==> config.mk <==
export PLATFORM = sky130hd
export DESIGN_NAME = mem_vec_sequencer_flat
export DESIGN_NICKNAME = d
export VERILOG_FILES = /design/src/rtl/mem_vec_sequencer_if.sv /design/src/rtl/mem_vec_sequencer.sv /design/src/flat_wrapper.sv
export SDC_FILE = /design/constraint.sdc
export NUM_CORES = 2
export LEC_CHECK = 0
export CAP_MARGIN = 15
export CORE_AREA = 2 2 641 643
export DETAILED_ROUTE_END_ITERATION = 7
export DIE_AREA = 0 0 643 645
export HOLD_SLACK_MARGIN = 0.02
export PLACE_DENSITY_LB_ADDON = 0.2
export SETUP_SLACK_MARGIN = 0.2
export SLEW_MARGIN = 0
export SYNTH_ARGS = -nofsm -noshare
export SYNTH_HDL_FRONTEND = slang
export SYNTH_SLANG_ARGS = --single-unit
==> constraint.sdc <==
create_clock -name CLK -period 20.3 [get_ports CLK]
set_input_delay 4.06 -clock CLK [delete_from_list [all_inputs] [get_ports CLK]]
set_output_delay 4.06 -clock CLK [all_outputs]
set_load 0.03 [all_outputs]
==> src/rtl/mem_vec_sequencer_if.sv <==
// mem_vec_sequencer_if
// Data-memory port between the vector memory sequencer (master) and the
// data memory (slave).
//   mem_addr  : byte address of the current beat
//   mem_wdata : store word of the current beat
//   mem_we    : write strobe
//   mem_re    : read strobe
//   mem_rdata : read word, valid the cycle after mem_re
interface mem_vec_sequencer_if;
  logic [31:0] mem_addr;
  logic [31:0] mem_wdata;
  logic        mem_we;
  logic        mem_re;
  logic [31:0] mem_rdata;

  modport master (
    output mem_addr,
    output mem_wdata,
    output mem_we,
    output mem_re,
    input  mem_rdata
  );

  modport slave (
    input  mem_addr,
    input  mem_wdata,
    input  mem_we,
    input  mem_re,
    output mem_rdata
  );
endinterface

==> src/rtl/mem_vec_sequencer.sv <==
// mem_vec_sequencer
// Serialises a memory-stage vector (16 lanes) or scalar (lane 0) load/store
// onto a single 32-bit data-memory port, one word per cycle, stalling the
// pipeline until the access completes.
// Ports:
//   CLK, RST        : clock, asynchronous active-high reset
//   ALUResultM      : per-lane ALU result; lane 0 is the byte base address
//   WriteDataM      : per-lane store data
//   MemWriteM       : store request (wins when MemtoRegM is also set)
//   MemtoRegM       : load request
//   v_s_m           : 1 = 16-lane vector access, 0 = scalar access
//   mem             : data-memory port (master side)
//   StallM          : holds EX/MEM and earlier stages
//   ReadDataM       : gathered load result, held until the next load
//   done            : one-cycle completion pulse
// Build option:
//   SCALAR_FASTPATH_EN : scalar stores are issued combinationally from IDLE
//                        in a single cycle without stalling.
//
// state  | meaning
// IDLE   | waiting for a request
// RUN    | issuing one memory beat per cycle
// WAIT   | load only: capturing the last read word
// DONE   | completion pulse, request ignored
module mem_vec_sequencer (
  input  logic              CLK,
  input  logic              RST,
  input  logic [15:0][31:0] ALUResultM,
  input  logic [15:0][31:0] WriteDataM,
  input  logic              MemWriteM,
  input  logic              MemtoRegM,
  input  logic              v_s_m,
  mem_vec_sequencer_if.master mem,
  output logic              StallM,
  output logic [15:0][31:0] ReadDataM,
  output logic              done
);

  typedef enum logic [1:0] {S_IDLE, S_RUN, S_WAIT, S_DONE} state_t;

  state_t            state_q;
  logic [3:0]        cnt_q;
  logic              vec_q;
  logic              store_q;
  logic [31:0]       addr_q;
  logic [31:0]       wdata_q;
  logic              we_q;
  logic              re_q;
  logic              done_q;
  logic              rd_pend_q;
  logic [3:0]        rd_idx_q;
  logic [15:0][31:0] read_q;

  logic              req;
  logic              fast;
  logic              last;
  logic [3:0]        cnt_inc;

  assign req     = MemWriteM | MemtoRegM;
  assign cnt_inc = cnt_q + 4'd1;
  // Scalar accesses only ever have beat 0.
  assign last    = vec_q ? (cnt_q == 4'd15) : 1'b1;

`ifdef SCALAR_FASTPATH_EN
  assign fast = (state_q == S_IDLE) && MemWriteM && !v_s_m;
`else
  assign fast = 1'b0;
`endif

  always_ff @(posedge CLK or posedge RST) begin
    if (RST) begin
      state_q   <= S_IDLE;
      cnt_q     <= 4'd0;
      vec_q     <= 1'b0;
      store_q   <= 1'b0;
      addr_q    <= 32'd0;
      wdata_q   <= 32'd0;
      we_q      <= 1'b0;
      re_q      <= 1'b0;
      done_q    <= 1'b0;
      rd_pend_q <= 1'b0;
      rd_idx_q  <= 4'd0;
      read_q    <= '0;
    end else begin
      done_q    <= 1'b0;
      rd_pend_q <= 1'b0;

      // Read word of the previous beat arrives this cycle.
      if (rd_pend_q) begin
        read_q[rd_idx_q] <= mem.mem_rdata;
        if (!vec_q) begin
          for (int l = 1; l < 16; l++) read_q[l] <= 32'd0;
        end
      end

      case (state_q)
        S_IDLE: begin
          if (req && !fast) begin
            state_q <= S_RUN;
            cnt_q   <= 4'd0;
            vec_q   <= v_s_m;
            store_q <= MemWriteM;
            addr_q  <= ALUResultM[0];
            wdata_q <= MemWriteM ? WriteDataM[0] : 32'd0;
            we_q    <= MemWriteM;
            re_q    <= !MemWriteM;
          end
        end
        S_RUN: begin
          cnt_q     <= cnt_inc;
          rd_pend_q <= !store_q;
          rd_idx_q  <= cnt_q;
          if (last) begin
            we_q    <= 1'b0;
            re_q    <= 1'b0;
            state_q <= store_q ? S_DONE : S_WAIT;
            done_q  <= store_q;
          end else begin
            addr_q  <= addr_q + 32'd4;
            wdata_q <= store_q ? WriteDataM[cnt_inc] : 32'd0;
          end
        end
        S_WAIT: begin
          state_q <= S_DONE;
          done_q  <= 1'b1;
        end
        default: begin
          state_q <= S_IDLE;
        end
      endcase
    end
  end

  assign mem.mem_we    = we_q | fast;
  assign mem.mem_re    = re_q;
  assign mem.mem_addr  = fast ? ALUResultM[0] : addr_q;
  assign mem.mem_wdata = fast ? WriteDataM[0] : wdata_q;

  assign StallM    = ((state_q == S_IDLE) && req && !fast) ||
                     (state_q == S_RUN) || (state_q == S_WAIT);
  assign done      = done_q | fast;
  assign ReadDataM = read_q;

endmodule

==> src/flat_wrapper.sv <==
// flat-port wrapper written by rule: the top's interface ports become plain ports
module mem_vec_sequencer_flat 
  (CLK, RST, ALUResultM, WriteDataM, MemWriteM, MemtoRegM, v_s_m, StallM, ReadDataM, done, mem_mem_addr, mem_mem_wdata, mem_mem_we, mem_mem_re, mem_mem_rdata);
  mem_vec_sequencer_if mem_i ();
  input  logic CLK;
  input  logic RST;
  input  logic [15:0][31:0] ALUResultM;
  input  logic [15:0][31:0] WriteDataM;
  input  logic MemWriteM;
  input  logic MemtoRegM;
  input  logic v_s_m;
  output logic StallM;
  output logic [15:0][31:0] ReadDataM;
  output logic done;
  output wire logic [$bits(mem_i.mem_addr)-1:0] mem_mem_addr;
  output wire logic [$bits(mem_i.mem_wdata)-1:0] mem_mem_wdata;
  output wire logic [$bits(mem_i.mem_we)-1:0] mem_mem_we;
  output wire logic [$bits(mem_i.mem_re)-1:0] mem_mem_re;
  input wire logic [$bits(mem_i.mem_rdata)-1:0] mem_mem_rdata;
  assign mem_mem_addr = mem_i.mem_addr;
  assign mem_mem_wdata = mem_i.mem_wdata;
  assign mem_mem_we = mem_i.mem_we;
  assign mem_mem_re = mem_i.mem_re;
  assign mem_i.mem_rdata = mem_mem_rdata;
  mem_vec_sequencer u_core (.CLK(CLK), .RST(RST), .ALUResultM(ALUResultM), .WriteDataM(WriteDataM), .MemWriteM(MemWriteM), .MemtoRegM(MemtoRegM), .v_s_m(v_s_m), .mem(mem_i), .StallM(StallM), .ReadDataM(ReadDataM), .done(done));
endmodule
* Yosys cells after proc, flatten, opt, wreduce, memory -nomap -nowiden *
Index checks and enable logic that the tools add are counted.

operators by class
  $lt $le $gt $ge = 3
  bitwise logic cells = 1
  muxes and demuxes = 29
  reduce and logical (&&, ||, !) cells = 13
  $add $sub $neg = 2
  equal/unequal tests = 6

operator list
  cell                                                 count
  bitwise mux 512 bit                                  1
  2-to-1 mux 480 bit                                   1
  2-to-1 mux 32 bit                                    8
  binary-select mux 32 bit (select 4 bit)              1
  demux 32 bit (select 4 bit)                          1
  case mux 32 bit (2 select lines)                     2
  adder 32 x 3 -> 32 bit, second input constant        1
  < comparator 4 x 5 -> 1 bit, second input constant   2
  case mux 4 bit (2 select lines)                      1
  2-to-1 mux 1 bit                                     7
  case mux 1 bit (2 select lines)                      3
  case mux 2 bit (3 select lines)                      1
  AND reduction 2 bit                                  3
  AND reduction 3 bit                                  2
  adder 4 x 1 -> 4 bit, second input constant          1
  equality test 4 bit, second input constant           1
  >= comparator 4 x 1 -> 1 bit, second input constant  1
  2-to-1 mux 2 bit                                     2
  2-to-1 mux 4 bit                                     1
  != test 2 x 1 -> 1 bit, second input constant        2
  equality test 2 x 1 -> 1 bit, second input constant  1
  equality test 2 bit, second input constant           1
  logical AND 1 bit                                    2
  logical NOT 1 bit                                    2
  other kinds (5)                                      6

word-level totals
  input port bits = 1061
  output and inout port bits = 580
  register bits after elaboration = 592
  word-level logic and storage cells = 81

* Longest topological paths before layout *
  depth after elaboration = 6
  depth in mapped cells = 9
  gate-level depth less buffers = 7

* Least setup slack after synthesis *
OpenSTA, ideal clock, no wires.

  path kind = input -> output
  start = input port MemWriteM
  end = output port StallM
  path slack = 11530 ps
  cell stages on the path = 2
  buffers on the path = 0
  required time = 16240 ps
  arrival = 4710 ps
  cell sequence = o21ai_0 nand2_1

on the way
  longest elaborated chain between the ends = 4

RTL lines
  item               line                      RTL
  from (decl)        flat_wrapper.sv:9         input logic MemWriteM;
  bitwise OR 1 bit   mem_vec_sequencer.sv:59   assign req = MemWriteM | MemtoRegM;
  logical AND 1 bit  mem_vec_sequencer.sv:139  assign StallM = ((state_q == S_IDLE) && req && !fast) ||
  logical OR 1 bit   mem_vec_sequencer.sv:139
  logical OR 1 bit   mem_vec_sequencer.sv:140  (state_q == S_RUN) || (state_q == S_WAIT);
  to (decl)          flat_wrapper.sv:12        output logic StallM;

Every way passes these cells.

* Worst setup path in the final report *
Ends and elaborated chain as after synthesis.

==> impl_metrics.py <==
metrics = {
    "run_status": {
        "status": "finished, final reports clean",
    },
    "detailed_routing": {
        "drc": 0,
        "avgRoutedWirePerCell_um": 25.9,
        "viasPerCell": 2.82,
        "wl_mm": 239,
        "via_count": 26000,
        "first_pass_iters": 7,
        "ant_nets": 0,
        "drt_iter0_markers": 1684,
    },
    "floorplan": {
        "die_y_um": 645,
        "io_pins": 1641,
        "rows": 235,
        "core_um2": 408000,
        "die_w_um": 643,
        "dieArea_um2": 415000,
        "start_util_pct": 6.48,
    },
    "global_route": {
        "top_usage_layer": "met2",
        "track_usage_pct": 11.1,
        "grt_pass1_wl_mm": 302,
        "antenna_found_initial": 124,
        "use_met2_pct": 19.8,
        "grt_max_degree": 83,
        "grt_pass1_vias": 27100,
        "gr-usage-met1_pct": 12.1,
        "grt-ovfl-total": 0,
        "use_met3_pct": 3.53,
    },
    "synth": {
        "synthCells": 2534,
        "syn_avg_cell_area_um2": 10.4,
        "synth_edf_count": 0,
        "yosysWarnings": 0,
        "ys_seq_elements": 592,
        "synthDistinctLibCells": 63,
        "synthTopCellsByArea": "dfrtp_1 56%, mux4_2 11%, nand2_1 10%",
        "synth_top_flop_cell": "dfrtp_1",
        "synth_area_um2": 26400,
        "netlist.area_leader.share_pct": 56.1,
        "ys_seq_area_share_pct": 56.1,
        "synth_nets": 3601,
        "synthArstFlopShare_pct": 100,
        "yosysTopAreaCell": "dfrtp_1",
    },
    "cts": {
        "htree_num_levels": 3,
        "clk_pin_slew_ps": 60,
        "cts-root-buf": "clkbuf_16",
        "cts_hold_buf": 0,
        "cts_resized": 0,
        "post_cts_buffers": 0,
        "clock-sinks": 592,
        "cts_tree": "done",
        "cts_buffers": 92,
        "cts.path.max_buffers": 4,
        "clock_latency_ps": 830,
    },
    "final_layout": {
        "fin_cells": 9243,
        "final_cell_area_um2": 48100,
        "nets": 4717,
        "drive_above_1_share_pct": 11.9,
        "areaGrowthSynthToFinish_pct": 82.0,
        "final_util_pct": 11.8,
    },
    "hold_path": {
        "hold_path.class": "reg -> reg",
        "hp-start": "u_core.store_q$_DFFE_PP0P_",
        "min_path_cells": 1,
        "min_to": "u_core.rd_pend_q$_DFF_PP0_",
    },
    "power_and_ir_drop": {
        "swShare_pct": 47.2,
        "pwr-share-comb_pct": 54.1,
        "peakVddDrop_uv": 68.2,
        "clkPwrFrac_pct": 20.1,
        "p_sw_mw": 3.85,
        "p_int_mw": 4.31,
        "powerDensity_nw_per_um2": 170,
        "leakage_nw": 17.6,
        "total_power_mw": 8.15,
        "power_frac_seq_pct": 25.9,
    },
    "placement": {
        "dpl.cell_count": 9006,
        "dp_hpwl_mm": 189,
        "postPlaceCellArea_um2": 44900,
        "gp_congestion": 0.879,
        "portBuffers": 1160,
        "pre_cts_slack_ps": 10390,
    },
    "timing": {
        "setup_violations": 0,
        "fmax_mhz": 101,
        "final_max_slew_viol_count": 0,
        "worstMarginPinSlew_ps": 1090,
        "finalCritPeriodShare_pct": 48.7,
        "fin_crit_ps": 9890,
        "setup_slack_ps": 10410,
        "worst_hold_slack_ps": 463,
        "fin_tns_setup_ps": 0,
        "rsz0062_at_grt": "false",
        "slew_headroom_pct": 27.1,
        "hold_viol": 0,
        "skew_ps": 63.2,
    },
    "critical_path": {
        "path_delay_family": "buffers and inverters",
        "critical_path_class": "in -> out",
        "crit_chain": "clkdlybuf4s50_1 -> o21ai_0 -> nand2_1 -> clkdlybuf4s50_1",
        "regToRegStartpoint": "u_core.cnt_q[0]$_DFFE_PP0P_",
        "end_kind": "output pin",
        "reg2reg_to": "u_core.mem.mem_wdata[28]$_DFFE_PP0P_",
        "startpoint_type": "input pin",
        "rr_worst_depth": 7,
        "crit_path_frequent_cell": "clkdlybuf4s50_1",
        "worst-path-buf-inv": 2,
        "cp.arrival_ps": 5830,
        "critPathRequiredTime_ps": 16240,
        "slowest_delay_ps": 780,
        "critPathSlowestCell": "clkdlybuf4s50_1",
        "ff2ff_setup_slack_ps": 15720,
        "worstPathMaxFanout": 7,
    },
    "job": {
        "cap_violations": 0,
    },
}
[state kept, by name (all words and copies together) (netlist names)]
register              cells
u_core.ReadDataM        512
u_core.mem.mem_addr      32
u_core.mem.mem_wdata     32
u_core.cnt_q              4
u_core.rd_idx_q           4
u_core.state_q            2
u_core.done               1
u_core.mem.mem_re         1
u_core.mem.mem_we         1
u_core.rd_pend_q          1
u_core.store_q            1
u_core.vec_q              1
[synthesized netlist by cell type, drive strengths merged, types with 3 or more instances]
cell type / n
nor3b: 3
dfrtp: 592
nand3: 21
nand4b: 5
a21o: 4
nor2: 23
o22ai: 21
ha: 6
inv: 11
buf: 29
a21oi: 84
mux2: 37
o21ai: 500
clkbuf: 183
nand4: 20
nand2: 705
a22o: 34
and2: 5
nand2b: 4
or3: 37
and3: 6
nor3: 14
mux2i: 11
or4b: 5
nand4bb: 6
or4: 3
mux4: 128
[per-layer routing]
layer	up-vias	wire, µm
li1	11200	-
met1	13300	88700
met4	36	11100
met3	278	19000
met5	-	231
met2	1221	120000
[power by group through the flow]
stage / registers [mW] / clock network [mW] / logic [mW]
5_1_grt: 2.19 / 1.75 / 4.67
3_5_place_dp: 2.13 / 0 / 4.50
3_3_place_gp: 2.11 / 0 / 4.51
2_1_floorplan: 3.09 / 0 / 1.16
6_report: 2.11 / 1.64 / 4.41
4_1_cts: 2.12 / 1.70 / 4.51
[worst max-delay path by stage]
stage,start,to,slack (ps),cells past startpoint
2_1_floorplan,RST,u_core.ReadDataM[0]$_DFFE_PP0P_,8170,1
3_3_place_gp,MemWriteM,StallM,10390,4
3_5_place_dp,MemWriteM,StallM,10390,4
4_1_cts,MemWriteM,StallM,10390,4
5_1_grt,MemWriteM,StallM,10330,4
6_report,MemWriteM,StallM,10410,4
[layout by cell type (no fill, tap or decap), drive strengths merged, types with 6 or more instances in the layout]
| cell | n |
|---|---|
| mux2i | 11 |
| bufinv | 6 |
| o21ai | 500 |
| diode | 78 |
| inv | 15 |
| nand4 | 20 |
| nor2 | 23 |
| nand2 | 705 |
| o22ai | 21 |
| nand4bb | 6 |
| mux4 | 128 |
| and3 | 6 |
| nor3 | 14 |
| clkdlybuf4s50 | 1158 |
| a21oi | 84 |
| a22o | 34 |
| mux2 | 37 |
| clkinv | 11 |
| clkbuf | 132 |
| or3 | 37 |
| buf | 76 |
| nand3 | 21 |
| dfrtp | 592 |
| ha | 6 |
[cell families (layout without fill, tap and decap cells)]
family | after synthesis | in the layout | share of synthesized area (%)
AO/OA/AOI/OAI | 666 | 666 | 13.5
XOR/XNOR | 3 | 3 | 0.0994
adder cells (fa/ha/maj) | 6 | 6 | 0.284
buffers and inverters | 223 | 1403 | 3.22
flip-flops | 592 | 592 | 56.1
multiplexers | 176 | 176 | 12.9
other | 0 | 78 | 0
AND/OR/NAND/NOR | 868 | 868 | 13.9
[cell type report]
class,instances,area (µm²)
clock inverter,26,332
tap,5451,6820
clock buffer,132,2660
sequential,592,14800
inverter,11,45.0
fill,46900,360000
antenna,78,195
timing repair buffer,1234,12200
multi-input combinational,1719,11000
Note: power is estimated with default switching activity, not from simulation.
